==> src/rtl/vs_mp_iteration_sequencer.sv <==
// Matching-pursuit iteration sequencer: copies y into the residual, then runs up to K sweep/identify/update rounds.
// Define VS_MP_EARLY_STOP_EN to end a run early when the selected |mi_value| falls below threshold.
`ifndef SIGNAL_SIZE_DEFAULT
`define SIGNAL_SIZE_DEFAULT 16
`endif
`ifndef DICTIONARY_SIZE_DEFAULT
`define DICTIONARY_SIZE_DEFAULT 64
`endif
`ifndef SPARSITY_LEVEL_DEFAULT
`define SPARSITY_LEVEL_DEFAULT 8
`endif
`ifndef FP_DATA_BUS_WIDTH
`define FP_DATA_BUS_WIDTH 16
`endif

module vs_mp_iteration_sequencer #(
    parameter int unsigned M  = `SIGNAL_SIZE_DEFAULT,
    parameter int unsigned N  = `DICTIONARY_SIZE_DEFAULT,
    parameter int unsigned K  = `SPARSITY_LEVEL_DEFAULT,
    parameter int unsigned DW = `FP_DATA_BUS_WIDTH,
    localparam int unsigned SAW = $clog2(M),
    localparam int unsigned RAW = $clog2(N),
    localparam int unsigned KW  = $clog2(K + 2)
) (
    input  logic           clock,
    input  logic           reset,
    input  logic           start,
    output logic           done,
    output logic           busy,
    output logic [KW-1:0]  iterations,
    output logic           stopped,
    input  logic [DW-1:0]  threshold,
    output logic [SAW-1:0] y_read_addr,
    input  logic [DW-1:0]  y_read_data,
    output logic           r_write_en,
    output logic [SAW-1:0] r_write_addr,
    output logic [DW-1:0]  r_write_data,
    output logic           dp_start,
    input  logic           dp_done,
    input  logic           mi_valid,
    input  logic [RAW-1:0] mi_location,
    input  logic [DW-1:0]  mi_value,
    output logic [RAW-1:0] x_read_addr,
    input  logic [DW-1:0]  x_read_data,
    output logic           x_write_en,
    output logic [RAW-1:0] x_write_addr,
    output logic [DW-1:0]  x_write_data,
    output logic           ru_start,
    output logic [RAW-1:0] ru_location,
    output logic [DW-1:0]  ru_coeff,
    input  logic           ru_done
);

    localparam int unsigned CW = SAW + 1;

    typedef enum logic [3:0] {
        IDLE,
        COPY,
        SWEEP,
        IDENT,
        X_READ,
        X_WRITE,
        RES_UPD,
        CHECK,
        FINISH
    } state_t;

    state_t         state_q, state_d;
    logic [CW-1:0]  cnt_q, cnt_d;
    logic [KW-1:0]  iter_q, iter_d;
    logic           stopped_q, stopped_d;
    logic           mi_pend_q, mi_pend_d;
    logic [RAW-1:0] loc_q, loc_d;
    logic [DW-1:0]  val_q, val_d;
    logic [DW-1:0]  x_sum_q, x_sum_d;

    logic           done_q, done_d;
    logic           busy_q, busy_d;
    logic [SAW-1:0] y_read_addr_q, y_read_addr_d;
    logic           r_write_en_q, r_write_en_d;
    logic [SAW-1:0] r_write_addr_q, r_write_addr_d;
    logic           dp_start_q, dp_start_d;
    logic [RAW-1:0] x_read_addr_q, x_read_addr_d;
    logic           x_write_en_q, x_write_en_d;
    logic [RAW-1:0] x_write_addr_q, x_write_addr_d;
    logic [DW-1:0]  x_write_data_q, x_write_data_d;
    logic           ru_start_q, ru_start_d;
    logic [RAW-1:0] ru_location_q, ru_location_d;
    logic [DW-1:0]  ru_coeff_q, ru_coeff_d;

    logic [DW-1:0]  cand_val_c;
    logic           early_stop_c;

    // Candidate coefficient: the latched sweep result wins over the live input.
`ifdef VS_MP_EARLY_STOP_EN
    logic [DW-1:0] cand_mag_c;

    always_comb begin
        cand_val_c   = mi_pend_q ? val_q : mi_value;
        cand_mag_c   = cand_val_c[DW-1] ? DW'(-cand_val_c) : cand_val_c;
        early_stop_c = (cand_mag_c < threshold);
    end
`else
    logic unused_threshold;
    assign unused_threshold = ^threshold;

    always_comb begin
        cand_val_c   = mi_pend_q ? val_q : mi_value;
        early_stop_c = 1'b0;
    end
`endif

    // Next-state, datapath and look-ahead output decode.
    always_comb begin
        state_d   = state_q;
        cnt_d     = cnt_q;
        iter_d    = iter_q;
        stopped_d = stopped_q;
        mi_pend_d = mi_pend_q;
        loc_d     = loc_q;
        val_d     = val_q;
        x_sum_d   = x_sum_q;

        case (state_q)
            IDLE: begin
                if (start) begin
                    iter_d    = '0;
                    stopped_d = 1'b0;
                    cnt_d     = '0;
                    state_d   = COPY;
                end
            end
            COPY: begin
                if (cnt_q == CW'(M)) begin
                    cnt_d   = '0;
                    state_d = CHECK;
                end else begin
                    cnt_d = cnt_q + CW'(1);
                end
            end
            CHECK: begin
                if (iter_q == KW'(K)) begin
                    state_d = FINISH;
                end else begin
                    state_d = SWEEP;
                end
            end
            SWEEP: begin
                if (mi_valid) begin
                    mi_pend_d = 1'b1;
                    loc_d     = mi_location;
                    val_d     = mi_value;
                end
                if (dp_done) begin
                    state_d = IDENT;
                end
            end
            IDENT: begin
                if (mi_pend_q || mi_valid) begin
                    mi_pend_d = 1'b0;
                    val_d     = cand_val_c;
                    if (!mi_pend_q) begin
                        loc_d = mi_location;
                    end
                    if (early_stop_c) begin
                        stopped_d = 1'b1;
                        state_d   = FINISH;
                    end else begin
                        cnt_d   = '0;
                        state_d = X_READ;
                    end
                end
            end
            X_READ: begin
                // Cycle 0 presents the address; cycle 1 sees the RAM data.
                if (cnt_q != '0) begin
                    x_sum_d = x_read_data + val_q;
                    cnt_d   = '0;
                    state_d = X_WRITE;
                end else begin
                    cnt_d = CW'(1);
                end
            end
            X_WRITE: begin
                state_d = RES_UPD;
            end
            RES_UPD: begin
                if (ru_done) begin
                    iter_d  = iter_q + KW'(1);
                    state_d = CHECK;
                end
            end
            FINISH: begin
                state_d = IDLE;
            end
            default: begin
                state_d = IDLE;
            end
        endcase

        busy_d         = (state_d != IDLE);
        done_d         = (state_d == FINISH);
        y_read_addr_d  = '0;
        r_write_en_d   = 1'b0;
        r_write_addr_d = '0;
        if (state_d == COPY) begin
            if (cnt_d < CW'(M)) begin
                y_read_addr_d = SAW'(cnt_d);
            end
            if (cnt_d != '0) begin
                r_write_en_d   = 1'b1;
                r_write_addr_d = SAW'(cnt_d - CW'(1));
            end
        end
        dp_start_d     = (state_q == CHECK) && (state_d == SWEEP);
        x_read_addr_d  = ((state_d == X_READ) && (cnt_d == '0)) ? loc_d : '0;
        x_write_en_d   = (state_d == X_WRITE);
        x_write_addr_d = x_write_en_d ? loc_d : '0;
        x_write_data_d = x_write_en_d ? x_sum_d : '0;
        ru_start_d     = (state_q == X_WRITE) && (state_d == RES_UPD);
        ru_location_d  = (state_d == RES_UPD) ? loc_d : '0;
        ru_coeff_d     = (state_d == RES_UPD) ? val_d : '0;
    end

    // State, datapath and output registers.
    always_ff @(posedge clock) begin
        if (reset) begin
            state_q        <= IDLE;
            cnt_q          <= '0;
            iter_q         <= '0;
            stopped_q      <= 1'b0;
            mi_pend_q      <= 1'b0;
            loc_q          <= '0;
            val_q          <= '0;
            x_sum_q        <= '0;
            done_q         <= 1'b0;
            busy_q         <= 1'b0;
            y_read_addr_q  <= '0;
            r_write_en_q   <= 1'b0;
            r_write_addr_q <= '0;
            dp_start_q     <= 1'b0;
            x_read_addr_q  <= '0;
            x_write_en_q   <= 1'b0;
            x_write_addr_q <= '0;
            x_write_data_q <= '0;
            ru_start_q     <= 1'b0;
            ru_location_q  <= '0;
            ru_coeff_q     <= '0;
        end else begin
            state_q        <= state_d;
            cnt_q          <= cnt_d;
            iter_q         <= iter_d;
            stopped_q      <= stopped_d;
            mi_pend_q      <= mi_pend_d;
            loc_q          <= loc_d;
            val_q          <= val_d;
            x_sum_q        <= x_sum_d;
            done_q         <= done_d;
            busy_q         <= busy_d;
            y_read_addr_q  <= y_read_addr_d;
            r_write_en_q   <= r_write_en_d;
            r_write_addr_q <= r_write_addr_d;
            dp_start_q     <= dp_start_d;
            x_read_addr_q  <= x_read_addr_d;
            x_write_en_q   <= x_write_en_d;
            x_write_addr_q <= x_write_addr_d;
            x_write_data_q <= x_write_data_d;
            ru_start_q     <= ru_start_d;
            ru_location_q  <= ru_location_d;
            ru_coeff_q     <= ru_coeff_d;
        end
    end

    assign done         = done_q;
    assign busy         = busy_q;
    assign iterations   = iter_q;
    assign stopped      = stopped_q;
    assign y_read_addr  = y_read_addr_q;
    assign r_write_en   = r_write_en_q;
    assign r_write_addr = r_write_addr_q;
    // y RAM data lands in the cycle the write strobe is up, so it is forwarded, not re-registered.
    assign r_write_data = r_write_en_q ? y_read_data : '0;
    assign dp_start     = dp_start_q;
    assign x_read_addr  = x_read_addr_q;
    assign x_write_en   = x_write_en_q;
    assign x_write_addr = x_write_addr_q;
    assign x_write_data = x_write_data_q;
    assign ru_start     = ru_start_q;
    assign ru_location  = ru_location_q;
    assign ru_coeff     = ru_coeff_q;

endmodule
==> config.mk <==
export PLATFORM = sky130hd
export DESIGN_NAME = vs_mp_iteration_sequencer
export DESIGN_NICKNAME = d
export VERILOG_FILES = /design/src/rtl/vs_mp_iteration_sequencer.sv
export SDC_FILE = /design/constraint.sdc
export NUM_CORES = 1
export LEC_CHECK = 0
export ABC_AREA = 0
export CAP_MARGIN = 20
export CORE_UTILIZATION = 41
export CTS_CLUSTER_SIZE = 12
export DETAILED_ROUTE_END_ITERATION = 10
export HOLD_SLACK_MARGIN = 0.03
export PLACE_DENSITY = 0.87
export SLEW_MARGIN = 20
export SYNTH_ARGS = -nofsm -noshare
export SYNTH_HDL_FRONTEND = slang
export SYNTH_SLANG_ARGS = --single-unit
==> constraint.sdc <==
create_clock -name clock -period 2.3 [get_ports clock]
set_input_delay 0.69 -clock clock [delete_from_list [all_inputs] [get_ports clock]]
set_output_delay 0.69 -clock clock [all_outputs]
set_load 0.005 [all_outputs]
### Yosys cells after proc, flatten, opt, wreduce, memory -nomap -nowiden

Index checks and enable logic that the tools add are counted.

* order comparisons: 1
* mux-type cells: 31
* reduce and logical (&&, ||, !) cells: 19
* bitwise gates (word level): 6
* eq/ne operators: 19
* add/sub/neg operators: 4

Operator list (count)
* $mux W16: 6
* $mux W4: 9
* $pmux W16 S2: 1
* $pmux W4 S8: 1
* $eq A4 B3 Y1 const B: 7
* $pmux W5 S4: 1
* $mux W6: 3
* $add A16 B16 Y16: 1
* $mux W5: 3
* $eq A4 B2 Y1 const B: 3
* $pmux W6 S2: 1
* $reduce_bool A5 Y1: 2
* $eq A4 B1 Y1 const B: 2
* $eq A4 B4 Y1 const B: 2
* $ne A2 B2 Y1 const B: 4
* $pmux W4 S2: 1
* $reduce_or A2 Y1: 4
* $not A1 Y1: 6
* $reduce_and A3 Y1: 2
* $reduce_or A3 Y1: 2
* $add A5 B1 Y5 const B: 1
* $eq A5 B5 Y1 const B: 1
* $logic_not A5 Y1: 1
* $lt A5 B5 Y1 const B: 1
* other kinds (9): 15

* logic and storage cells: 100
* bits in registers: 116
* output and inout port bits: 85
* bits of input ports: 76

### Depth between registers and ports, before layout

Gate-level depths: netlist of the first run.

* depth in word-level cells: 7
* depth in mapped cells: 10

### Worst setup path before layout of the first run

OpenSTA, ideal clock, no wires.

* path kind: input to register
* from: input port x_read_data[6]
* to: register x_write_data_q[14], in the netlist x_write_data[14]
* slack: -185 ps
* stages: 7
* path buffers: 0
* data arrival time: 2426 ps
* setup time: 59 ps
* path through: ha_1 > and3_1 > and2_1 > a221o_1 > or4_1 > nand3_1 > and2_1

* cells in the longest elaborated chain, start to end: 3

RTL lines
* from (decl): RTL line 44 `input logic [DW-1:0] x_read_data,`
* $add A16 B16 Y16: RTL line 177 `x_sum_d = x_read_data + val_q;`
* $mux W16: RTL line 176 `if (cnt_q != '0) begin`
* $mux W16: RTL line 124 `case (state_q)`
* to (signal assigned): RTL line 267 `x_write_data_q <= x_write_data_d;`
* to (decl): RTL line 86 `logic [DW-1:0] x_write_data_q, x_write_data_d;`

Every way passes these cells.
A chain may end at the register's enable or synchronous reset.

### Worst setup path after layout of the first run

* from: input port x_read_data[5]
* to: register x_write_data_q[11], in the netlist x_write_data[11]

Same word-level chain as after synthesis.

==> insert_results.sql, run 1 <==
INSERT INTO impl_metrics (metric_group, metric, value, unit) VALUES
('floorplanning', 'die_y', '110', 'µm'),
('synthesis', 'synth_common_cells', 'dfxtp_1, nor2_1, mux2i_1', ''),
('synthesis', 'yosys.area_share.adder', '5.88', '%'),
('synthesis', 'synth_top_family_by_area', 'simple AND/OR/NAND/NOR gates', ''),
('timing', 'holdWs', '510', 'ps'),
('placed_design', 'io_buffers', '143', ''),
('floorplanning', 'pin_count', '161', ''),
('detailed_routing', 'wl_met2', '7.60', 'mm'),
('detailed_routing', 'dr_iter_0_viols', '272', ''),
('clock_tree', 'h-tree-depth', '4', ''),
('power', 'design_internal_power', '3.97', 'mW'),
('worst_setup_path', 'ff2ff_path_depth', '13', ''),
('floorplanning', 'design.die.area', '0.0122', 'mm²'),
('hold_path', 'min_path_type', 'reg -> reg', ''),
('synthesis', 'avgSynthCellArea', '9.32', 'µm²'),
('synthesis', 'synth_simple_gate_area_share', '22.8', '%'),
('worst_setup_path', 'critical_path_peak_fanout', '3', ''),
('hold_path', 'worst_hold_path.num_cells', '2', ''),
('clock_tree', 'clockBufferDepth', '2', ''),
('synthesis', 'number_of_synthesized_flops_with_an_enable_pin', '0', ''),
('detailed_routing', 'route.detailed.wl_per_inst', '17.4', 'µm'),
('synthesis', 'number_of_synthesized_register_bits', '114', ''),
('timing', 'timing.final.setup_violations', '1', ''),
('worst_setup_path', 'critical-path-max-stage-delay', '440', 'ps'),
('status', 'violations', 'negative setup slack', ''),
('floorplanning', 'floorplan.initialDensity', '42.1', '%'),
('power', 'netSwitchingPower', '1.12', 'mW'),
('final_layout', 'area_growth', '59.3', '%'),
('synthesis', 'async_flop_share', '0', '%'),
('detailed_routing', 'met3_length', '1.15', 'mm'),
('synthesis', 'synth.cell_area', '0.00481', 'mm²'),
('synthesis', 'synth_compound_gate_area_share', '12.3', '%'),
('power', 'sequentialPowerShare', '39.3', '%'),
('synthesis', 'library_cell_with_the_highest_instance_count_after_synthesis', 'dfxtp_1', ''),
('timing', 'setup_ws', '-2.98', 'ps'),
('synthesis', 'seq_area_frac_synth', '47.4', '%'),
('final_layout', 'fraction_of_layout_cells_with_a_size_suffix_above_1', '21.7', '%'),
('power', 'vdd_ir_drop_max', '649', 'µV'),
('timing', 'maxSlewViolCount', '0', ''),
('synthesis', 'synth.area.mux_share', '6.27', '%'),
('global_routing', 'first_pass_grt_wire_length', '22.6', 'mm'),
('floorplanning', 'core_area', '0.0114', 'mm²'),
('worst_setup_path', 'timing.critical_path.arrival', '2640', 'ps'),
('worst_setup_path', 'worst_setup_path_end_kind', 'flop', ''),
('timing', 'hold_viol', '0', ''),
('global_routing', 'antenna_found_initial', '0', ''),
('power', 'pwr-share-clk', '53.0', '%'),
('power', 'power.share.switching', '22.0', '%'),
('clock_tree', 'cts_sinks', '114', ''),
('status', 'run_status', 'complete, but fails checks', ''),
('clock_tree', 'clockRootBuffer', 'clkbuf_16', ''),
('power', 'finalPower', '5.09', 'mW'),
('worst_setup_path', 'critical_path_cell_count', '8', ''),
('synthesis', 'postSynth.topFlopCell', 'dfxtp_1', ''),
('worst_setup_path', 'crit_path_cell_trace', 'clkdlybuf4s50_1, ha_1, a21oi_2, o21ai_1, or2_2, o221a_2, o21a_1, nor3_2', ''),
('detailed_routing', 'drt-vias-per-instance', '5.42', ''),
('detailed_routing', 'drt_drc_violations_left', '0', ''),
('clock_tree', 'cts.hold.buffers_added', '0', ''),
('placed_design', 'place_ws', '-687', 'ps'),
('detailed_routing', 'met1_length', '5.96', 'mm'),
('timing', 'max_freq', '0.434', 'GHz'),
('timing', 'unrepaired_setup_endpoints_after_global_routing', 'true', ''),
('synthesis', 'synth_area_leaders', 'dfxtp_1, nor2_1, mux2i_1', ''),
('power', 'power_frac_comb', '7.7', '%'),
('power', 'power.density_cell_area', '664', 'mW/mm²'),
('worst_setup_path', 'cp_num_buf_inv', '1', ''),
('timing', 'worst_slew_margin_rel', '65.5', '%'),
('clock_tree', 'clk_pin_slew_worst_paths', '60', 'ps'),
('worst_setup_path', 'setup.worst_path.start_class', 'input port', ''),
('run', 'maxCapViolations', '0', ''),
('placed_design', 'routabilityCongestion', '0.872', '');
[placed cells by master, fill, tap and decap left out, types with 4 or more instances in the layout]
| master | n |
|---|---|
| clkdlybuf4s50_1 | 117 |
| dfxtp_1 | 112 |
| nor2_1 | 104 |
| buf_4 | 63 |
| mux2i_1 | 29 |
| and2_1 | 22 |
| nand2_1 | 21 |
| dlygate4sd2_1 | 21 |
| a21oi_1 | 19 |
| clkbuf_16 | 17 |
| inv_1 | 13 |
| ha_1 | 12 |
| a21oi_2 | 8 |
| nor3_1 | 7 |
| nand3_1 | 7 |
| ha_4 | 7 |
| nand4_1 | 6 |
| o21a_1 | 6 |
| a31oi_1 | 5 |
| nor2b_1 | 5 |
| xor2_1 | 5 |
| clkinvlp_4 | 5 |
| o21bai_1 | 4 |
| o21ai_0 | 4 |
| a21o_1 | 4 |
| xnor2_1 | 4 |
[path summary, 6_finish.rpt]
check                                           startpoint  slack (ps)                     endpoint
worst min register to register  iterations[1]$_SDFFE_PP0P_         510   iterations[1]$_SDFFE_PP0P_
worst max-delay path                        x_read_data[5]          -3  x_write_data[11]$_SDFF_PP0_
worst max register to register         val_q[0]$_SDFF_PP0_          80        x_sum_q[4]$_SDFF_PP0_
worst min-delay path            iterations[1]$_SDFFE_PP0P_         510   iterations[1]$_SDFFE_PP0P_
[kinds of logic (layout without fill, tap and decap cells)]
kind of cell	after synthesis	after routing
compound gates	85	85
mux	30	30
simple gates	216	216
buf+inv	39	256
flops	114	114
xor+xnor	9	9
fa+ha+maj	22	22
other cells	1	1
[registers in the layout, indices dropped and copies added, names as in the netlist, 4 cells and up]
register,count
y_read_addr,4
ru_location,6
iterations,4
cnt_q,5
x_read_addr,6
r_write_addr,4
loc_q,6
x_sum_q,14
val_q,16
x_write_data,16
x_write_addr,6
state_q,4
ru_coeff,16
[layout make-up]
type                       instances  area share (%)
clock buffer                      19            5.91
sequential                       114            29.8
tap                              143            2.34
clock inverter                    12            2.07
multi-input combinational        363            33.8
timing repair buffer             210            25.4
inverter                          15           0.735
[what timing repair did]
| item | in CTS | in global routing |
|---|---|---|
| setup endpoints to repair | 43 | 31 |
| hold endpoints to repair | 0 | 0 |
| resized for setup | 42 | 27 |
| setup buffers | 5 | 1 |
| pin swaps | 11 | 14 |
[worst reg2reg max path: stages (launching register included)]
cell and delay, ps:
dfxtp_1 350, ha_2 210, inv_2 40, fa_2 360, nor2b_4 140, buf_6 100, buf_4 90, buf_4 90
buf_4 100, o21a_1 130, nor2_2 50, xnor2_1 120, mux2i_1 250, nor2_1 70
[stage by stage]
| stage | util [%] | cells | TNS, ps | area (µm²) |
|---|---|---|---|---|
| floorplan | - | 516 | 0 | 4860 |
| finish | 67.1 | 876 | -2.98 | 7660 |
| detailed placement | 59.9 | 839 | -34340 | 6840 |
| CTS | 66.2 | 875 | 0 | 7560 |
| global placement | 59.9 | 839 | -28560 | 6840 |
| global route | 67.1 | 876 | -258 | 7660 |
[per-layer routing]
metal	GRT usage (%)	vias to the layer above
li1	-	2203
met1	27.5	2261
met2	42.1	227
met3	7.64	58
met4	12.7	0
met5	0	-
[power groups by stage]
stage                     Clock (mW)  Sequential, mW  Combinational [mW]
after floorplan                    0            2.04               0.148
after global placement             0            2.04               0.357
after CTS                       2.72            2.00               0.376
final                           2.70            2.00               0.391
after global routing            2.84            2.00               0.414
after detailed placement           0            2.04               0.371
No activity file was read; power rests on OpenSTA's default activity.
==> run 2: changes to the inputs <==
- CORE_UTILIZATION: 41 -> 46
- PLACE_DENSITY: 0.87 -> 0.91
- clock period: 2.3 -> 2.2 ns (I/O delays scaled with it)
==> insert_results.sql, run 2 (synthesis results as in run 1) <==
INSERT INTO impl_metrics (metric_group, metric, value, unit) VALUES
('placed_design', 'place_ws', '-756', 'ps'),
('timing', 'hold_viol', '0', ''),
('global_routing', 'gr-usage-all-layers', '28.3', '%'),
('worst_setup_path', 'crit_required', '2610', 'ps'),
('worst_setup_path', 'critical-path-slowest-cell', 'clkdlybuf4s50_1', ''),
('clock_tree', 'tritoncts.num_buffers', '17', ''),
('run', 'maxCapViolations', '0', ''),
('worst_setup_path', 'crit_path_capture', 'x_write_data[13]$_SDFF_PP0_', ''),
('final_layout', 'number_of_nets_in_the_finished_design', '828', ''),
('floorplanning', 'chipWidth', '104', 'µm'),
('detailed_routing', 'drtPass1Iterations', '5', ''),
('worst_setup_path', 'worst_setup_path_type', 'in -> reg', ''),
('power', 'vdd_ir_drop_max', '508', 'µV'),
('power', 'pwr-share-clk', '53.3', '%'),
('detailed_routing', 'antenna_left', '0', ''),
('detailed_routing', 'drt_drc_violations_left', '0', ''),
('placed_design', 'io_buffers', '143', ''),
('global_routing', 'antenna_found_initial', '0', ''),
('clock_tree', 'h-tree-depth', '4', ''),
('worst_setup_path', 'crit_path_cell_trace', 'clkdlybuf4s50_1, ha_1, buf_4, nand4_1, a21oi_4, o221a_4, mux2i_1, nor2_1', ''),
('clock_tree', 'cts_tree', 'built', ''),
('power', 'power.density_cell_area', '687', 'mW/mm²'),
('worst_setup_path', 'cp-startpoint', 'x_read_data[3]', ''),
('power', 'netSwitchingPower', '1.19', 'mW'),
('hold_path', 'min_path_type', 'in -> reg', ''),
('placed_design', 'routabilityCongestion', '0.881', ''),
('detailed_routing', 'total_vias_in_the_final_route', '4915', ''),
('clock_tree', 'worst_skew_pair.late_latency', '530', 'ps'),
('worst_setup_path', 'critical_path.reg2reg.endpoint', 'x_write_data[14]$_SDFF_PP0_', ''),
('clock_tree', 'clockRootBuffer', 'clkbuf_8', ''),
('timing', 'finalWorstPathRequiredPeriod', '2220', 'ps'),
('worst_setup_path', 'setup.worst_path.start_class', 'input port', ''),
('detailed_routing', 'drt-vias-per-instance', '5.62', ''),
('timing', 'maxSlewViolCount', '0', ''),
('global_routing', 'first_pass_grt_wire_length', '24.3', 'mm'),
('global_routing', 'vias_in_the_first_global_route', '4885', ''),
('timing', 'min_period_over_period', '101', '%'),
('final_layout', 'layout.cells.most_common', 'clkdlybuf4s50_1', ''),
('worst_setup_path', 'critical_path_peak_fanout', '4', ''),
('status', 'violations', 'negative setup slack', ''),
('timing', 'max_freq', '0.451', 'GHz'),
('global_routing', 'overflow_after_grt', '0', ''),
('timing', 'finClkSkew', '8.26', 'ps'),
('worst_setup_path', 'ff2ff_path_depth', '9', ''),
('timing', 'timing.final.setup_violations', '2', ''),
('detailed_routing', 'dr_iter_0_viols', '328', ''),
('worst_setup_path', 'timing.reg2reg.setup_slack', '10', 'ps'),
('final_layout', 'layout_common_cells', 'clkdlybuf4s50_1, dfxtp_1, nor2_1', ''),
('clock_tree', 'clk_pin_slew_worst_paths', '60', 'ps'),
('power', 'sequentialPowerShare', '38.9', '%'),
('placed_design', 'place.detailed.instances', '836', ''),
('floorplanning', 'core_area', '0.00995', 'mm²'),
('final_layout', 'total_inserted_antenna_cells', '0', ''),
('global_routing', 'grt_start_max_net_pins', '29', ''),
('floorplanning', 'pin_count', '161', ''),
('timing', 'holdWs', '410', 'ps'),
('power', 'p_leak', '3.34', 'nW'),
('detailed_routing', 'route.detailed.wl_per_inst', '18.5', 'µm'),
('power', 'power.share.switching', '22.2', '%'),
('floorplanning', 'std_cell_rows', '36', ''),
('status', 'run_status', 'complete, but fails checks', ''),
('timing', 'setup_ws', '-18.0', 'ps'),
('timing', 'fin_tns_setup', '-19.2', 'ps'),
('power', 'power_frac_comb', '7.8', '%'),
('worst_setup_path', 'reg2reg_start', 'cnt_q[1]$_SDFF_PP0_', ''),
('detailed_routing', 'routed_wl', '16.2', 'mm'),
('worst_setup_path', 'critical-path-max-stage-delay', '410', 'ps'),
('final_layout', 'layoutNonFillerInstCount', '875', ''),
('floorplanning', 'design.die.area', '0.0109', 'mm²'),
('final_layout', 'fraction_of_layout_cells_with_a_size_suffix_above_1', '23.7', '%'),
('placed_design', 'detailed_place_hpwl', '10.5', 'mm'),
('floorplanning', 'die_y', '104', 'µm'),
('clock_tree', 'cts_sinks', '114', ''),
('worst_setup_path', 'timing.critical_path.arrival', '2630', 'ps'),
('worst_setup_path', 'worst_setup_path_end_kind', 'flop', ''),
('floorplanning', 'floorplan.initialDensity', '48.3', '%'),
('power', 'design_internal_power', '4.18', 'mW'),
('final_layout', 'area_growth', '62.8', '%'),
('final_layout', 'final_util', '78.7', '%'),
('clock_tree', 'clockBufferDepth', '2', '');
## run 2: changes by cell type in the layout (fill, tap and decap cells not counted), moves of 2 or more
cell,change
buf_12,+2
buf_4,+8
dfxtp_2,+3
a21oi_4,+2
inv_6,+2
clkinvlp_4,-3
dfxtp_1,-4
## run 2: final cells by class
| class | instances | area [µm²] |
|---|---|---|
| inverter | 15 | 56.3 |
| multi-input combinational | 363 | 2670 |
| clock buffer | 19 | 432 |
| fill | 563 | 2120 |
| sequential | 114 | 2290 |
| tap | 133 | 166 |
| timing repair buffer | 219 | 2040 |
| clock inverter | 12 | 180 |
## run 2: per-stage QoR
stage          instance area [µm²]  total power, mW
2_1_floorplan                 4900             2.29
3_3_place_gp                  6930             2.51
3_5_place_dp                  6930             2.53
4_1_cts                       7600             5.36
5_1_grt                       7830             5.51
6_report                      7830             5.38
## run 2: power by group through the flow
stage          registers (mW)  clock network, mW  logic (mW)
2_1_floorplan            2.13                  0       0.157
3_3_place_gp             2.14                  0       0.378
3_5_place_dp             2.14                  0       0.392
4_1_cts                  2.09               2.87       0.393
5_1_grt                  2.10               2.97       0.444
6_report                 2.09               2.87       0.420
## run 2: critical path: cells and delay by family
kind            cells  cell delay [ps]
fa+ha+maj           1              300
buf+inv             2              550
mux                 1              250
compound gates      2              570
simple gates        2              290
## run 2: timing repair
item / 4_1_cts / 5_1_grt
endpoints found under the setup margin: 47 / 62
pin swaps: 15 / 15
hold buffers: 0 / 0
buffers inserted: 1 / 7
gates resized for setup: 36 / 41
## run 2: worst min path at each step
stage	to	slack, ps	start	cells past startpoint
2_1_floorplan	x_sum_q[3]$_SDFF_PP0_	450	x_sum_q[3]$_SDFF_PP0_	2
4_1_cts	state_q[0]$_SDFF_PP0_	400	reset	2
5_1_grt	state_q[0]$_SDFF_PP0_	410	reset	2
6_report	state_q[0]$_SDFF_PP0_	410	reset	2
3_3_place_gp	x_sum_q[1]$_SDFF_PP0_	460	x_sum_q[1]$_SDFF_PP0_	2
3_5_place_dp	x_sum_q[3]$_SDFF_PP0_	470	x_sum_q[3]$_SDFF_PP0_	2
## run 2: layer usage
metal  track usage [%]  vias to the layer above  share of wire (%)
met2              50.3                      292                 50
met1              30.9                     2328                 38
met4              12.9                        0                4.1
li1                  -                     2217                  -
met5                 0                        -                  0
met3              8.08                       78                7.9
==> run 3: changes to the inputs <==
==> constraint.sdc (replaced) <==
create_clock -name clock -period 2.2 [get_ports clock]
set_input_delay 0.44 -clock clock [delete_from_list [all_inputs] [get_ports clock]]
set_output_delay 0.44 -clock clock [all_outputs]
set_load 0.005 [all_outputs]
==> insert_results.sql, run 3 (synthesis results as in run 1) <==
INSERT INTO impl_metrics (metric_group, metric, value, unit) VALUES
('clock_tree', 'worst_skew_pair.late_latency', '520', 'ps'),
('clock_tree', 'cts.hold.buffers_added', '0', ''),
('placed_design', 'post_dp_cell_area', '0.00683', 'mm²'),
('worst_setup_path', 'crit_required', '2590', 'ps'),
('floorplanning', 'die_y', '104', 'µm'),
('power', 'p_leak', '3.22', 'nW'),
('worst_setup_path', 'timing.reg2reg.setup_slack', '-70', 'ps'),
('final_layout', 'final_design_area_no_fill', '0.00768', 'mm²'),
('timing', 'unrepaired_setup_endpoints_after_global_routing', 'true', ''),
('timing', 'maxSlewViolCount', '0', ''),
('clock_tree', 'h-tree-depth', '4', ''),
('timing', 'hold_viol', '0', ''),
('worst_setup_path', 'crit_path_capture', 'x_sum_q[7]$_SDFF_PP0_', ''),
('final_layout', 'layout.cells.most_common', 'clkdlybuf4s50_1', ''),
('hold_path', 'min_path_type', 'in -> reg', ''),
('clock_tree', 'cts_sinks', '114', ''),
('status', 'run_status', 'complete, but fails checks', ''),
('timing', 'finalWorstPathRequiredPeriod', '2270', 'ps'),
('clock_tree', 'clk_pin_slew_worst_paths', '60', 'ps'),
('final_layout', 'fraction_of_layout_cells_with_a_size_suffix_above_1', '22.3', '%'),
('worst_setup_path', 'setup.worst_path.start_class', 'flop', ''),
('power', 'power.density_cell_area', '692', 'mW/mm²'),
('timing', 'worst_slew_margin_rel', '63.4', '%'),
('worst_setup_path', 'critical_path_peak_fanout', '9', ''),
('worst_setup_path', 'critical-path-max-stage-delay', '500', 'ps'),
('detailed_routing', 'routed_wl', '16.6', 'mm'),
('floorplanning', 'chipWidth', '104', 'µm'),
('worst_setup_path', 'worst_setup_path_type', 'reg -> reg', ''),
('hold_path', 'worstHoldStart', 'reset', ''),
('timing', 'fin_tns_setup', '-218', 'ps'),
('final_layout', 'filler_cell_count', '580', ''),
('run', 'maxCapViolations', '0', ''),
('timing', 'min_period_over_period', '103', '%'),
('power', 'finalPower', '5.31', 'mW'),
('placed_design', 'place_ws', '-609', 'ps'),
('status', 'violations', 'design-rule violations, negative setup slack', ''),
('global_routing', 'grt_start_max_net_pins', '30', ''),
('final_layout', 'layout.area.seq', '0.00230', 'mm²'),
('timing', 'finClkSkew', '11.0', 'ps'),
('timing', 'setup_ws', '-74.0', 'ps'),
('power', 'vdd_ir_drop_max', '616', 'µV'),
('detailed_routing', 'drtPass1Iterations', '11', ''),
('placed_design', 'routabilityCongestion', '0.869', ''),
('floorplanning', 'std_cell_rows', '36', ''),
('detailed_routing', 'antenna_left', '0', ''),
('timing', 'max_freq', '0.440', 'GHz'),
('final_layout', 'layout_common_cells', 'clkdlybuf4s50_1, dfxtp_1, nor2_1', ''),
('worst_setup_path', 'cp-startpoint', 'cnt_q[0]$_SDFF_PP0_', ''),
('worst_setup_path', 'critical-path-slowest-cell', 'or4b_4', ''),
('global_routing', 'overflow_after_grt', '0', ''),
('placed_design', 'io_buffers', '143', ''),
('worst_setup_path', 'crit_path_cell_trace', 'inv_2, ha_4, or4b_4, and3_4, nand4b_1, o311ai_0, nor3_1, nor2_1', ''),
('hold_path', 'worst_hold_path.num_cells', '2', ''),
('floorplanning', 'floorplan.initialDensity', '48.3', '%'),
('detailed_routing', 'dr_iter_0_viols', '453', ''),
('floorplanning', 'design.die.area', '0.0109', 'mm²'),
('clock_tree', 'tritoncts.num_buffers', '17', ''),
('detailed_routing', 'drt_drc_violations_left', '1', ''),
('worst_setup_path', 'timing.critical_path.arrival', '2660', 'ps'),
('placed_design', 'detailed_place_hpwl', '10.1', 'mm'),
('floorplanning', 'core_area', '0.00995', 'mm²'),
('worst_setup_path', 'cp_num_buf_inv', '1', ''),
('worst_setup_path', 'reg2reg_start', 'cnt_q[0]$_SDFF_PP0_', ''),
('final_layout', 'total_inserted_antenna_cells', '0', ''),
('floorplanning', 'pin_count', '161', ''),
('worst_setup_path', 'critical_path.reg2reg.endpoint', 'x_sum_q[7]$_SDFF_PP0_', ''),
('placed_design', 'place.detailed.instances', '833', ''),
('timing', 'timing_worst_slew_pin_value', '536', 'ps'),
('final_layout', 'multiInputGateArea', '0.00254', 'mm²'),
('clock_tree', 'clockBufferDepth', '2', ''),
('global_routing', 'first_pass_grt_wire_length', '24.1', 'mm'),
('timing', 'timing.final.setup_violations', '7', ''),
('final_layout', 'layoutNonFillerInstCount', '872', ''),
('detailed_routing', 'drt-vias-per-instance', '5.71', ''),
('worst_setup_path', 'worst_setup_path_end_kind', 'flop', ''),
('final_layout', 'area_growth', '59.6', '%'),
('detailed_routing', 'route.detailed.wl_per_inst', '19.0', 'µm'),
('clock_tree', 'clockRootBuffer', 'clkbuf_8', ''),
('global_routing', 'gr-usage-all-layers', '27.9', '%'),
('global_routing', 'vias_in_the_first_global_route', '4918', ''),
('clock_tree', 'cts_tree', 'built', ''),
('final_layout', 'number_of_nets_in_the_finished_design', '824', ''),
('worst_setup_path', 'critical_path_cell_count', '8', ''),
('worst_setup_path', 'cp_top_family', 'simple AND/OR/NAND/NOR gates', ''),
('detailed_routing', 'total_vias_in_the_final_route', '4978', ''),
('global_routing', 'antenna_found_initial', '0', ''),
('worst_setup_path', 'ff2ff_path_depth', '8', '');
==> run 3: cell types whose count changed in the layout (fill, tap and decap cells not counted), sizes merged <==
cell,change
inv,+1
clkdlybuf4s50,+21
buf,-4
clkinvlp,-1
clkinv,+3
dlygate4sd2,-20
clkbuf,-2
bufinv,-1
==> run 3: per-layer routing <==
layer | part of all wire, % | vias to the layer above | track usage (%)
li1 | - | 2214 | -
met1 | 37 | 2301 | 30.6
met2 | 48 | 350 | 48.1
met3 | 9.3 | 113 | 7.21
met4 | 5.9 | 0 | 17.2
met5 | 0 | - | 0
==> run 3: repair_timing <==
action,CTS,global route
pin swaps,1,15
endpoints found under the hold margin,0,0
buffers inserted,0,7
endpoints found under the setup margin,18,48
resized for setup,11,47
cloned,0,0
==> run 3: per-stage QoR <==
| stage | hold slack, ps | utilization [%] |
|---|---|---|
| floorplan | 447 | - |
| global placement | 458 | 68.6 |
| detailed placement | 476 | 68.6 |
| CTS | 177 | 75.0 |
| global route | 186 | 77.1 |
| finish | 183 | 77.1 |
==> run 3: report_power, final <==
part / switching, mW / total [mW] / internal, mW / leakage [nW]
clock network: 1.02 / 2.78 / 1.77 / 0.296
logic: 0.183 / 0.432 / 0.249 / 2.00
registers: 0.0170 / 2.10 / 2.08 / 0.925
total: 1.22 / 5.31 / 4.10 / 3.22
==> run 3: how the worst min path moves through the flow <==
stage                            endpoint  slack (ps)
floorplan           x_sum_q[3]$_SDFF_PP0_         450
CTS                 state_q[0]$_SDFF_PP0_         180
finish              state_q[0]$_SDFF_PP0_         180
detailed placement  x_sum_q[1]$_SDFF_PP0_         480
global placement    x_sum_q[1]$_SDFF_PP0_         460
global route        state_q[0]$_SDFF_PP0_         190
==> run 3: layout make-up <==
type	instances	share of cell area, %
Clock inverter	14	2.31
Sequential cell	114	30.0
Tap cell	133	2.17
Inverter	15	0.766
Multi-Input combinational cell	363	33.1
Clock buffer	18	5.57
Timing Repair Buffer	215	26.1
==> run 3: worst register-to-register path: cells and delay by family (launching register included) <==
family	cells	cell delay (ps)
adders and majority gates	1	120
buffers and inverters	1	60
AOI/OAI and AO/OA	1	230
DFF	1	360
and+or+nand+nor	5	1380
==> variant, RTL diff (settings of run 3) <==
The 9 states of `state_t` get a one-hot encoding in 9 bits.
--- a/src/rtl/vs_mp_iteration_sequencer.sv
+++ b/src/rtl/vs_mp_iteration_sequencer.sv
@@ -54,14 +54,14 @@
     localparam int unsigned CW = SAW + 1;
 
-    typedef enum logic [3:0] {
-        IDLE,
-        COPY,
-        SWEEP,
-        IDENT,
-        X_READ,
-        X_WRITE,
-        RES_UPD,
-        CHECK,
-        FINISH
+    typedef enum logic [8:0] {
+        IDLE    = 9'b000000001,
+        COPY    = 9'b000000010,
+        SWEEP   = 9'b000000100,
+        IDENT   = 9'b000001000,
+        X_READ  = 9'b000010000,
+        X_WRITE = 9'b000100000,
+        RES_UPD = 9'b001000000,
+        CHECK   = 9'b010000000,
+        FINISH  = 9'b100000000
     } state_t;
 
Function: same outputs for any inputs over 10 cycles, from zero or initial values and one cycle with reset high; not proved beyond that.
==> variant against run 3 <==
  * The flow finishes with violations (setup timing)
  * Worst setup slack got worse by 0.21 ns
  * Sequential cell count decreased by 9
  * Power decreased by 29%
  * Routed wire length decreased by 11%
  * Cell area decreased by 1.4%
  * Synthesized area decreased by 4.0%
  * Synthesized cell count decreased by 3.7%
  * Fmax decreased by 8.4%
  * Critical path depth increased by 4
  * Critical endpoint is now r_write_addr[3]
==> variant: results (changes against run 3) <==
.. list-table::
   :header-rows: 1

   * - Metric
     - Value
   * - Cell-internal power
     - 2.76 mW (-33%)
   * - Vias/cell
     - 5.32 (-6.8%)
   * - Status
     - finished with violations
   * - Last weighted congestion value of the routability-driven placer
     - 0.889 (+2.3%)
   * - Pin count of the biggest net entering global routing
     - 24 (-20%)
   * - Biggest area contributors in the synthesized netlist
     - dfxtp_1, nor2_1, ha_1
   * - Hold Path Depth
     - 1 (-1)
   * - Violated checks
     - setup timing
   * - Vias in the first global route
     - 4617 (-6.1%)
   * - Starting DRC count in detailed routing
     - 196 (-57%)
   * - Setup TNS
     - -1.93 ns (-1.71 ns)
   * - Final Hold Slack
     - 0.461 ns (+0.278 ns)
   * - Clk slew on worst S/H paths
     - 0.11 ns (+0.05 ns)
   * - HPWL after DPL
     - 9930 um (-1.2%)
   * - Max VDD drop
     - 0.360 mV (-42%)
   * - Endpoint of the most critical register-to-register path
     - r_write_addr[3]
   * - 1st-pass router iterations
     - 5 (-6)
   * - Count of cell types in the netlist
     - 73 (-1.4%)
   * - Kind of cell adding the most delay to the critical path
     - simple AND/OR/NAND/NOR gates
   * - Post-Route WL
     - 14700 um (-11%)
   * - R2r startpoint
     - state_q[0]
   * - Critical hold path startpoint
     - state_q[7]
   * - Share of cells above drive strength 1
     - 27.3% (+5.0 points)
   * - Overall fraction of global-route tracks in use
     - 26.5% (-1.4 points)
   * - Net total in the final layout
     - 821 (-0.36%)
   * - WHS Endpoint
     - ru_start
   * - CTS max path bufs
     - 2 (unchanged)
   * - CP max stage cell
     - or4b_1
   * - Proportion of register bits with asynchronous set or reset after synthesis
     - 0% (unchanged)
   * - Clock Latency Late Sink
     - 0.39 ns (-0.13 ns)
   * - Commonest cells in the synthesized netlist
     - dfxtp_1, nor2_1, mux2i_1
   * - Diodes inserted
     - 0 (unchanged)
   * - Count of warnings emitted by yosys
     - 0 (unchanged)
   * - Final setup skew
     - 0.00939 ns (-0.00160 ns)
   * - Delay contributed by the slowest stage of the critical path
     - 0.53 ns (+0.03 ns)
   * - Maximum net fanout on the critical path
     - 7 (-2)
   * - Length in cells of the worst reg-to-reg path
     - 12 (+4)
   * - PnR worst setup slack
     - -0.283 ns (-0.209 ns)
   * - Buffers on Ports
     - 143 (unchanged)
   * - Number of buffers created by CTS
     - 9 (-8)
   * - H-Tree Level Count
     - 3 (-1)
   * - Clk Tree Root Cell
     - clkbuf_8
   * - Sequential share of the synthesized area
     - 45.5% (-1.9 points)
   * - Count of fill cells added during filler insertion
     - 618 (+6.6%)
   * - Wire length of the first global-routing pass
     - 21300 um (-12%)
   * - Hold/Removal Path Class
     - flop to flop
   * - Synth Net Count
     - 595 (-3.1%)
   * - Leak pwr
     - 3.05 nW (-5.0%)
   * - Number of antenna violations at the first check in global routing
     - 0 (unchanged)
   * - Count of final setup violators
     - 19 (+12)
variant: cell count changes in the layout (fill, tap and decap cells not counted), moves of 6 or more:
cell / change
a21oi_1: -7
nand2_1: -6
dfxtp_2: -6
clkbuf_8: +7
xor2_1: +8
buf_4: +20
nor2_1: -12
mux2i_1: -11
clkbuf_16: -16
variant: power groups by stage:
stage / sequential (mW) / clock [mW] / combinational [mW]
6_report: 1.92 / 1.29 / 0.552
4_1_cts: 1.92 / 1.28 / 0.485
3_3_place_gp: 1.97 / 0 / 0.432
3_5_place_dp: 1.97 / 0 / 0.443
5_1_grt: 1.93 / 1.37 / 0.582
2_1_floorplan: 1.96 / 0 / 0.197
variant: cells by family after synthesis:
family | after synthesis | share of synthesized area [%]
adder cells (fa/ha/maj) | 22 | 6.12
flip-flops | 105 | 45.5
other | 1 | 0.0812
AND/OR/NAND/NOR | 210 | 24.0
XOR/XNOR | 21 | 3.98
AO/OA/AOI/OAI | 68 | 10.7
buffers and inverters | 46 | 4.36
multiplexers | 24 | 5.23
variant: worst max-delay path by stage:
stage / start / endpoint / slack, ns / cells past startpoint
after global routing: state_q[0] / r_write_addr[3] / -0.35 / 12
after floorplan: state_q[5] / r_write_addr[0] / -0.15 / 13
after detailed placement: x_read_data[0] / x_write_data[14] / -0.60 / 11
final: state_q[0] / r_write_addr[3] / -0.28 / 12
after global placement: x_read_data[0] / x_write_data[14] / -0.53 / 11
after CTS: state_q[8] / r_write_addr[3] / -0.16 / 9
variant: cell type report:
type / count / share of cell area [%]
Clock inverter: 7 / 1.07
Clock buffer: 9 / 1.64
Timing Repair Buffer: 241 / 29.6
Multi-Input combinational cell: 346 / 36.5
Inverter: 20 / 0.992
Tap cell: 133 / 2.20
Sequential cell: 105 / 28.0
variant: worst reg2reg max path, cell delays in order (launching register included):
cell and delay, ns:
dfxtp_4 0.40, buf_4 0.16, nor3_1 0.42, a22oi_4 0.12
nand3_4 0.10, mux2i_1 0.08, o21ai_2 0.09, inv_2 0.08
ha_4 0.16, o221ai_2 0.06, a21oi_2 0.07, or4b_1 0.53
a21boi_1 0.15
variant: timing repair:
action | in CTS | in global routing
endpoints found under the setup margin | 39 | 78
hold buffers | 0 | 0
setup buffers | 11 | 8
resized for setup | 37 | 58
pin swaps | 19 | 25
endpoints found under the hold margin | 0 | 0
variant: metrics by stage:
stage	setup WS [ns]	area, um2	std cells	power [mW]	utilization (%)
finish	-0.283	7570	861	3.77	77.8
global route	-0.352	7570	861	3.87	77.8
CTS	-0.158	7240	854	3.69	74.4
detailed placement	-0.603	6820	828	2.41	70.1
global placement	-0.533	6820	828	2.40	70.1
floorplan	-0.153	4710	497	2.16	-
variant: metal layers:
metal  part of all wire (%)  GRT usage (%)
met2                     52           50.0
met5                      0              0
met3                    8.0           7.25
met1                     36           27.5
met4                    3.3           11.1
